--- src/rtl/addsub_result_accum_if.sv ---
// ----------------------------------------------------------------------------
// addsub_result_accum_if
//   Bundles the two handshake channels of the add/subtract result accumulator.
//   Input channel  : in_valid / in_ready carrying in_select (2b) and in_result (4b)
//   Output channel : out_valid / out_ready carrying out_sum (ACC_W b),
//                    out_count (8b), out_ovf and out_err.
//   master : the side feeding samples and taking burst totals (upstream/consumer)
//   slave  : the accumulator itself
// ----------------------------------------------------------------------------
interface addsub_result_accum_if #(
    parameter int ACC_W = 8
);
    logic             in_valid;
    logic             in_ready;
    logic [1:0]       in_select;
    logic [3:0]       in_result;
    logic             out_valid;
    logic             out_ready;
    logic [ACC_W-1:0] out_sum;
    logic [7:0]       out_count;
    logic             out_ovf;
    logic             out_err;

    modport master (
        output in_valid, in_select, in_result, out_ready,
        input  in_ready, out_valid, out_sum, out_count, out_ovf, out_err
    );

    modport slave (
        input  in_valid, in_select, in_result, out_ready,
        output in_ready, out_valid, out_sum, out_count, out_ovf, out_err
    );
endinterface

--- src/rtl/addsub_result_accum.sv ---
// ----------------------------------------------------------------------------
// addsub_result_accum
//   Downstream stage of the 4-bit add/subtract unit. Folds BURST_LEN arithmetic
//   samples into an ACC_W-bit unsigned total, then presents the total with a
//   sticky wrap flag and a sticky "select 3 seen" flag until it is taken.
//
//   Ports
//     clk  : rising-edge clock
//     rst  : synchronous reset, active-high
//     bus  : slave side of addsub_result_accum_if
//            in_valid/in_ready/in_select/in_result  - sample input channel
//            out_valid/out_ready/out_sum/out_count/
//            out_ovf/out_err                        - burst total channel
//
//   Sample handling (while accumulating):
//     select 0 : acc += result, counts toward the burst, carry sets ovf
//     select 1 : acc -= result, counts toward the burst, borrow sets ovf
//     select 2 : acc and ovf cleared, burst continues, not counted
//     select 3 : sample dropped, err set, not counted
// ----------------------------------------------------------------------------
module addsub_result_accum #(
    parameter int ACC_W     = 8,
    parameter int BURST_LEN = 8
) (
    input  logic                 clk,
    input  logic                 rst,
    addsub_result_accum_if.slave bus
);

    typedef enum logic {
        ACCUM = 1'b0,
        HOLD  = 1'b1
    } state_t;

    localparam logic [7:0] BURST_CNT = 8'(BURST_LEN);

    // Full-width add: bit ACC_W is the carry out of the accumulator.
    function automatic logic [ACC_W:0] wide_add(
        input logic [ACC_W-1:0] a,
        input logic [3:0]       r
    );
        return {1'b0, a} + {{(ACC_W-3){1'b0}}, r};
    endfunction

    // Full-width subtract: bit ACC_W is the borrow (result went negative).
    function automatic logic [ACC_W:0] wide_sub(
        input logic [ACC_W-1:0] a,
        input logic [3:0]       r
    );
        return {1'b0, a} - {{(ACC_W-3){1'b0}}, r};
    endfunction

    state_t           state, state_next;

    logic [ACC_W-1:0] acc_p0, acc_next;
    logic [7:0]       cnt_p0, cnt_next;
    logic             ovf_p0, ovf_next;
    logic             err_p0, err_next;

    logic [ACC_W-1:0] sum_p1, sum_next;
    logic [7:0]       count_p1, count_next;
    logic             ovf_p1, ovf_out_next;
    logic             err_p1, err_out_next;

    logic [ACC_W:0]   wide;
    logic             take;

    always_comb begin
        state_next   = state;
        acc_next     = acc_p0;
        cnt_next     = cnt_p0;
        ovf_next     = ovf_p0;
        err_next     = err_p0;
        sum_next     = sum_p1;
        count_next   = count_p1;
        ovf_out_next = ovf_p1;
        err_out_next = err_p1;
        wide         = '0;
        take         = 1'b0;

        if (state == ACCUM) begin
            if (bus.in_valid) begin
                case (bus.in_select)
                    2'd0: begin
                        wide = wide_add(acc_p0, bus.in_result);
                        take = 1'b1;
                    end
                    2'd1: begin
                        wide = wide_sub(acc_p0, bus.in_result);
                        take = 1'b1;
                    end
                    2'd2: begin
                        acc_next = '0;
                        ovf_next = 1'b0;
                    end
                    default: begin
                        err_next = 1'b1;
                    end
                endcase

                if (take) begin
                    acc_next = wide[ACC_W-1:0];
                    ovf_next = ovf_p0 | wide[ACC_W];
                    cnt_next = cnt_p0 + 8'd1;
                    // The sample that completes the burst is already folded
                    // into the captured total and flags.
                    if (cnt_next == BURST_CNT) begin
                        state_next   = HOLD;
                        sum_next     = acc_next;
                        count_next   = cnt_next;
                        ovf_out_next = ovf_next;
                        err_out_next = err_p0;
                    end
                end
            end
        end else begin
            // The burst state is cleared on the taking edge; the next burst
            // can only start once in_ready rises in the following cycle.
            if (bus.out_ready) begin
                state_next = ACCUM;
                acc_next   = '0;
                cnt_next   = '0;
                ovf_next   = 1'b0;
                err_next   = 1'b0;
            end
        end
    end

    // ---- stage p0: running burst state / stage p1: captured burst total ----
    always_ff @(posedge clk) begin
        if (rst) begin
            state    <= ACCUM;
            acc_p0   <= '0;
            cnt_p0   <= '0;
            ovf_p0   <= 1'b0;
            err_p0   <= 1'b0;
            sum_p1   <= '0;
            count_p1 <= '0;
            ovf_p1   <= 1'b0;
            err_p1   <= 1'b0;
        end else begin
            state    <= state_next;
            acc_p0   <= acc_next;
            cnt_p0   <= cnt_next;
            ovf_p0   <= ovf_next;
            err_p0   <= err_next;
            sum_p1   <= sum_next;
            count_p1 <= count_next;
            ovf_p1   <= ovf_out_next;
            err_p1   <= err_out_next;
        end
    end

    assign bus.in_ready  = (state == ACCUM);
    assign bus.out_valid = (state == HOLD);
    assign bus.out_sum   = sum_p1;
    assign bus.out_count = count_p1;
    assign bus.out_ovf   = ovf_p1;
    assign bus.out_err   = err_p1;

endmodule

--- src/flat_wrapper.sv ---
// flat-port wrapper written by rule: the top's interface ports become plain ports
module addsub_result_accum_flat 
#(
    parameter int ACC_W     = 8,
    parameter int BURST_LEN = 8
)
  (clk, rst, bus_in_valid, bus_in_select, bus_in_result, bus_out_ready, bus_in_ready, bus_out_valid, bus_out_sum, bus_out_count, bus_out_ovf, bus_out_err);
  addsub_result_accum_if #(.ACC_W(ACC_W)) bus_i ();
  input  logic clk;
  input  logic rst;
  input wire logic [$bits(bus_i.in_valid)-1:0] bus_in_valid;
  input wire logic [$bits(bus_i.in_select)-1:0] bus_in_select;
  input wire logic [$bits(bus_i.in_result)-1:0] bus_in_result;
  input wire logic [$bits(bus_i.out_ready)-1:0] bus_out_ready;
  output wire logic [$bits(bus_i.in_ready)-1:0] bus_in_ready;
  output wire logic [$bits(bus_i.out_valid)-1:0] bus_out_valid;
  output wire logic [$bits(bus_i.out_sum)-1:0] bus_out_sum;
  output wire logic [$bits(bus_i.out_count)-1:0] bus_out_count;
  output wire logic [$bits(bus_i.out_ovf)-1:0] bus_out_ovf;
  output wire logic [$bits(bus_i.out_err)-1:0] bus_out_err;
  assign bus_i.in_valid = bus_in_valid;
  assign bus_i.in_select = bus_in_select;
  assign bus_i.in_result = bus_in_result;
  assign bus_i.out_ready = bus_out_ready;
  assign bus_in_ready = bus_i.in_ready;
  assign bus_out_valid = bus_i.out_valid;
  assign bus_out_sum = bus_i.out_sum;
  assign bus_out_count = bus_i.out_count;
  assign bus_out_ovf = bus_i.out_ovf;
  assign bus_out_err = bus_i.out_err;
  addsub_result_accum #(.ACC_W(ACC_W), .BURST_LEN(BURST_LEN)) u_core (.clk(clk), .rst(rst), .bus(bus_i));
endmodule
--- config.mk ---
export PLATFORM = sky130hd
export DESIGN_NAME = addsub_result_accum_flat
export DESIGN_NICKNAME = d
export VERILOG_FILES = /design/src/rtl/addsub_result_accum_if.sv /design/src/rtl/addsub_result_accum.sv /design/src/flat_wrapper.sv
export SDC_FILE = /design/constraint.sdc
export NUM_CORES = 1
export LEC_CHECK = 0
export CAP_MARGIN = 20
export CORE_MARGIN = 2
export CORE_UTILIZATION = 45
export DETAILED_ROUTE_END_ITERATION = 12
export GPL_TIMING_DRIVEN = 0
export PLACE_DENSITY = 0.68
export SLEW_MARGIN = 10
export SYNTH_ARGS = -nofsm -noshare
export SYNTH_HDL_FRONTEND = slang
export SYNTH_SLANG_ARGS = --single-unit
--- constraint.sdc ---
create_clock -name clk -period 3.7 [get_ports clk]
set_clock_uncertainty 0.2 [all_clocks]
set_input_delay 0.74 -clock clk [delete_from_list [all_inputs] [get_ports clk]]
set_output_delay 0.74 -clock clk [all_outputs]
set_load 0.02 [all_outputs]
==> metrics <==
post-synthesis register bit count=37; Ports=30; cells after synthesis=239; CTS tree=done; vias in the first global route=1617; initial antenna violation count=0; HPWL Detailed=3250 um; Die Wd=70.3 um; Worst-Skew Late Latency=0.29 ns; largest net degree at the start of global routing=12; fin crit share=0.940; H-tree levels=2; total grt overflow=0; Max Clock Freq=0.288 GHz; DRT Pass-1 Iters=4; clock period minus worst slack=3.48 ns; CP max FO=5; CTS Buffer Depth=2; Post-synth ARST share=0; # Post-CTS Setup Buffers=0; WS Path Type=primary input to flop; Yosys warnings=0; share of power burned in the clock network=0.367; Nets=297; DP Worst Slack=-0.276 ns; post-synthesis net count=263; Final Hold Viols=0; TritonCTS buffer count=5; Final WS setup=0.222 ns; cell taking the most area after synthesis=dfxtp_1; via count=1684; Rows=24; GPL Wtd Cong=0.819; Distinct cells, synth=41; share of layout cells above drive strength 1=0.0511; Setup violations, final=0; Fin Hold WS=0.258 ns; Worst Setup Start Kind=primary input; top-count cell post-synth=nor2_1; Synth top area share=0.374; DIE AREA=4940 um^2; Post-synth EDFFs=0; Slew Limit Fails=0; Least-Margin Pin Slew=0.673 ns; global-route wire length before repair=7410 um; Starting Density=0.461; Post-Synthesis Cell Area=1980 um^2; P&R area growth vs syn=22.5%; synthesized area per cell=8.28 um^2; worst hold path class=flop to flop; sw power=0.220 mW; kind of end point of the critical path=flop; Max Cap Viol=0; standby leakage power=0.969 nW; Root Driver=clkbuf_8; Core Area=4290 um^2; Die Y=70.3 um; Remaining DRCs=0; Sw Ratio=0.260; Ant. Diodes=0; initial drt markers=83; WL/cell=12.9 um; DR vias/cell=5.17; RSZ-0062 raised after global routing=no; status=finished clean; number of port buffers=28; sequential share of the synthesized area=0.374; sequential fraction of design power=0.486; internal power=0.626 mW; Slew HR=0.551; CP Data Arrival Time=3.49 ns; Commonest cells post-synth=nor2_1 (41), dfxtp_1 (37), a21oi_1 (21); top post-synthesis cells by area=dfxtp_1 (37%), ha_1 (8.2%), nor2_1 (7.8%), a21oi_1 (5.3%), mux2i_1 (4.0%); Peak VDD IR=226 uV; Final ANT Viol Nets=0; Tot Pwr=0.847 mW; CP required=3.71 ns; CTS clk-pin slew, worst paths=0.08 ns; total wire length=4210 um; GRT Util Overall=0.185; Logic pwr share=0.147; # clock sinks=37; dominant synthesized flop cell=dfxtp_1; P per Cell Area=349 nW/um^2
==> kinds of logic after synthesis <==
group | after synthesis | share of synthesized area
AND/OR/NAND/NOR | 101 | 0.247
AO/OA/AOI/OAI | 49 | 0.162
flip-flops | 37 | 0.374
buffers and inverters | 21 | 0.0436
adder cells (fa/ha/maj) | 14 | 0.0923
XOR/XNOR | 9 | 0.0399
multiplexers | 8 | 0.0405
==> critical path: stages <==
cell and delay (ns):
clkdlybuf4s50_1 0.45, nor3_1 0.30, ha_1 0.29, a21oi_1 0.15, ha_1 0.31, o211a_1 0.23
o31a_1 0.12, o41ai_1 0.40, xnor2_1 0.20, a21oi_1 0.10, a211oi_1 0.22
==> routing by layer <==
metal	up-vias	share of wire	track usage
met5	-	0	0
met3	5	0.033	0.0447
met2	29	0.44	0.285
li1	885	-	-
met1	765	0.52	0.255
met4	0	0.010	0.0556
==> power by group through the flow <==
stage          Clock [mW]  Combinational, mW  Sequential (mW)
3_3_place_gp            0              0.122            0.420
4_1_cts             0.314              0.126            0.411
3_5_place_dp            0              0.125            0.420
5_1_grt             0.332              0.141            0.412
6_report            0.311              0.125            0.411
2_1_floorplan           0             0.0912            0.419
==> area by class of cell <==
type                    instances  area, um^2
plain buffers                   8        37.5
inverters                      12        45.0
multi-input cells             181        1150
flip-flops and latches         37         741
fillers                       398        1870
clock buffers                   7        96.3
clock inverters                 1        5.00
well taps                      52        65.1
repair buffers                 28         283
==> through the flow <==
| stage | setup TNS, ns | utilization | instance area (um^2) | cells |
|---|---|---|---|---|
| after floorplan | 0 | - | 1980 | 239 |
| after detailed placement | -0.724 | 0.541 | 2320 | 319 |
| final | 0 | 0.564 | 2420 | 326 |
| after CTS | 0 | 0.565 | 2420 | 327 |
| after global placement | -0.496 | 0.541 | 2320 | 319 |
| after global routing | 0 | 0.564 | 2420 | 326 |
==> layout by cell type, fill, tap and decap left out, drive strengths merged, types with 2 or more instances in the layout <==
| cell type | Yosys | layout |
|---|---|---|
| a211oi | 3 | 3 |
| inv | 12 | 12 |
| nand3 | 10 | 10 |
| nand2 | 15 | 15 |
| and3 | 2 | 2 |
| dfxtp | 37 | 37 |
| o21bai | 2 | 2 |
| nand2b | 5 | 5 |
| a22oi | 3 | 3 |
| o21ai | 7 | 7 |
| or3 | 3 | 3 |
| clkbuf | 8 | 14 |
| or3b | 2 | 2 |
| a21o | 3 | 3 |
| xnor2 | 8 | 8 |
| and2 | 8 | 8 |
| a21oi | 23 | 23 |
| a32oi | 2 | 2 |
| nor2 | 41 | 41 |
| nor3 | 6 | 6 |
| clkdlybuf4s50 | 0 | 27 |
| mux2i | 8 | 8 |
| ha | 13 | 13 |
| nor2b | 4 | 4 |
==> sequential cells by signal, summed over array words and instances, names as in the netlist <==
signal                count
u_core.bus.out_sum        8
u_core.bus.out_valid      1
u_core.ovf_p0             1
u_core.acc_p0             8
u_core.bus.out_count      8
u_core.err_p0             1
u_core.bus.out_err        1
u_core.cnt_p0             8
u_core.bus.out_ovf        1
==> worst paths after layout <==
kind | start | end | slack (ns) | depth (start not counted)
setup / recovery | bus_in_result[2] | u_core.bus.out_ovf | 0.22 | 11
hold / removal | u_core.bus.out_count[5] | u_core.bus.out_count[5] | 0.26 | 1
setup reg to reg | u_core.cnt_p0[0] | u_core.bus.out_sum[3] | 0.83 | 6
hold reg to reg | u_core.bus.out_count[5] | u_core.bus.out_count[5] | 0.26 | 1
==> timing repair <==
| action | in CTS | in global routing |
|---|---|---|
| endpoints found under the setup margin | 0 | 5 |
| hold buffers | 0 | 0 |
| resized for setup | 0 | 2 |
No activity file was read; power rests on OpenSTA's default activity.
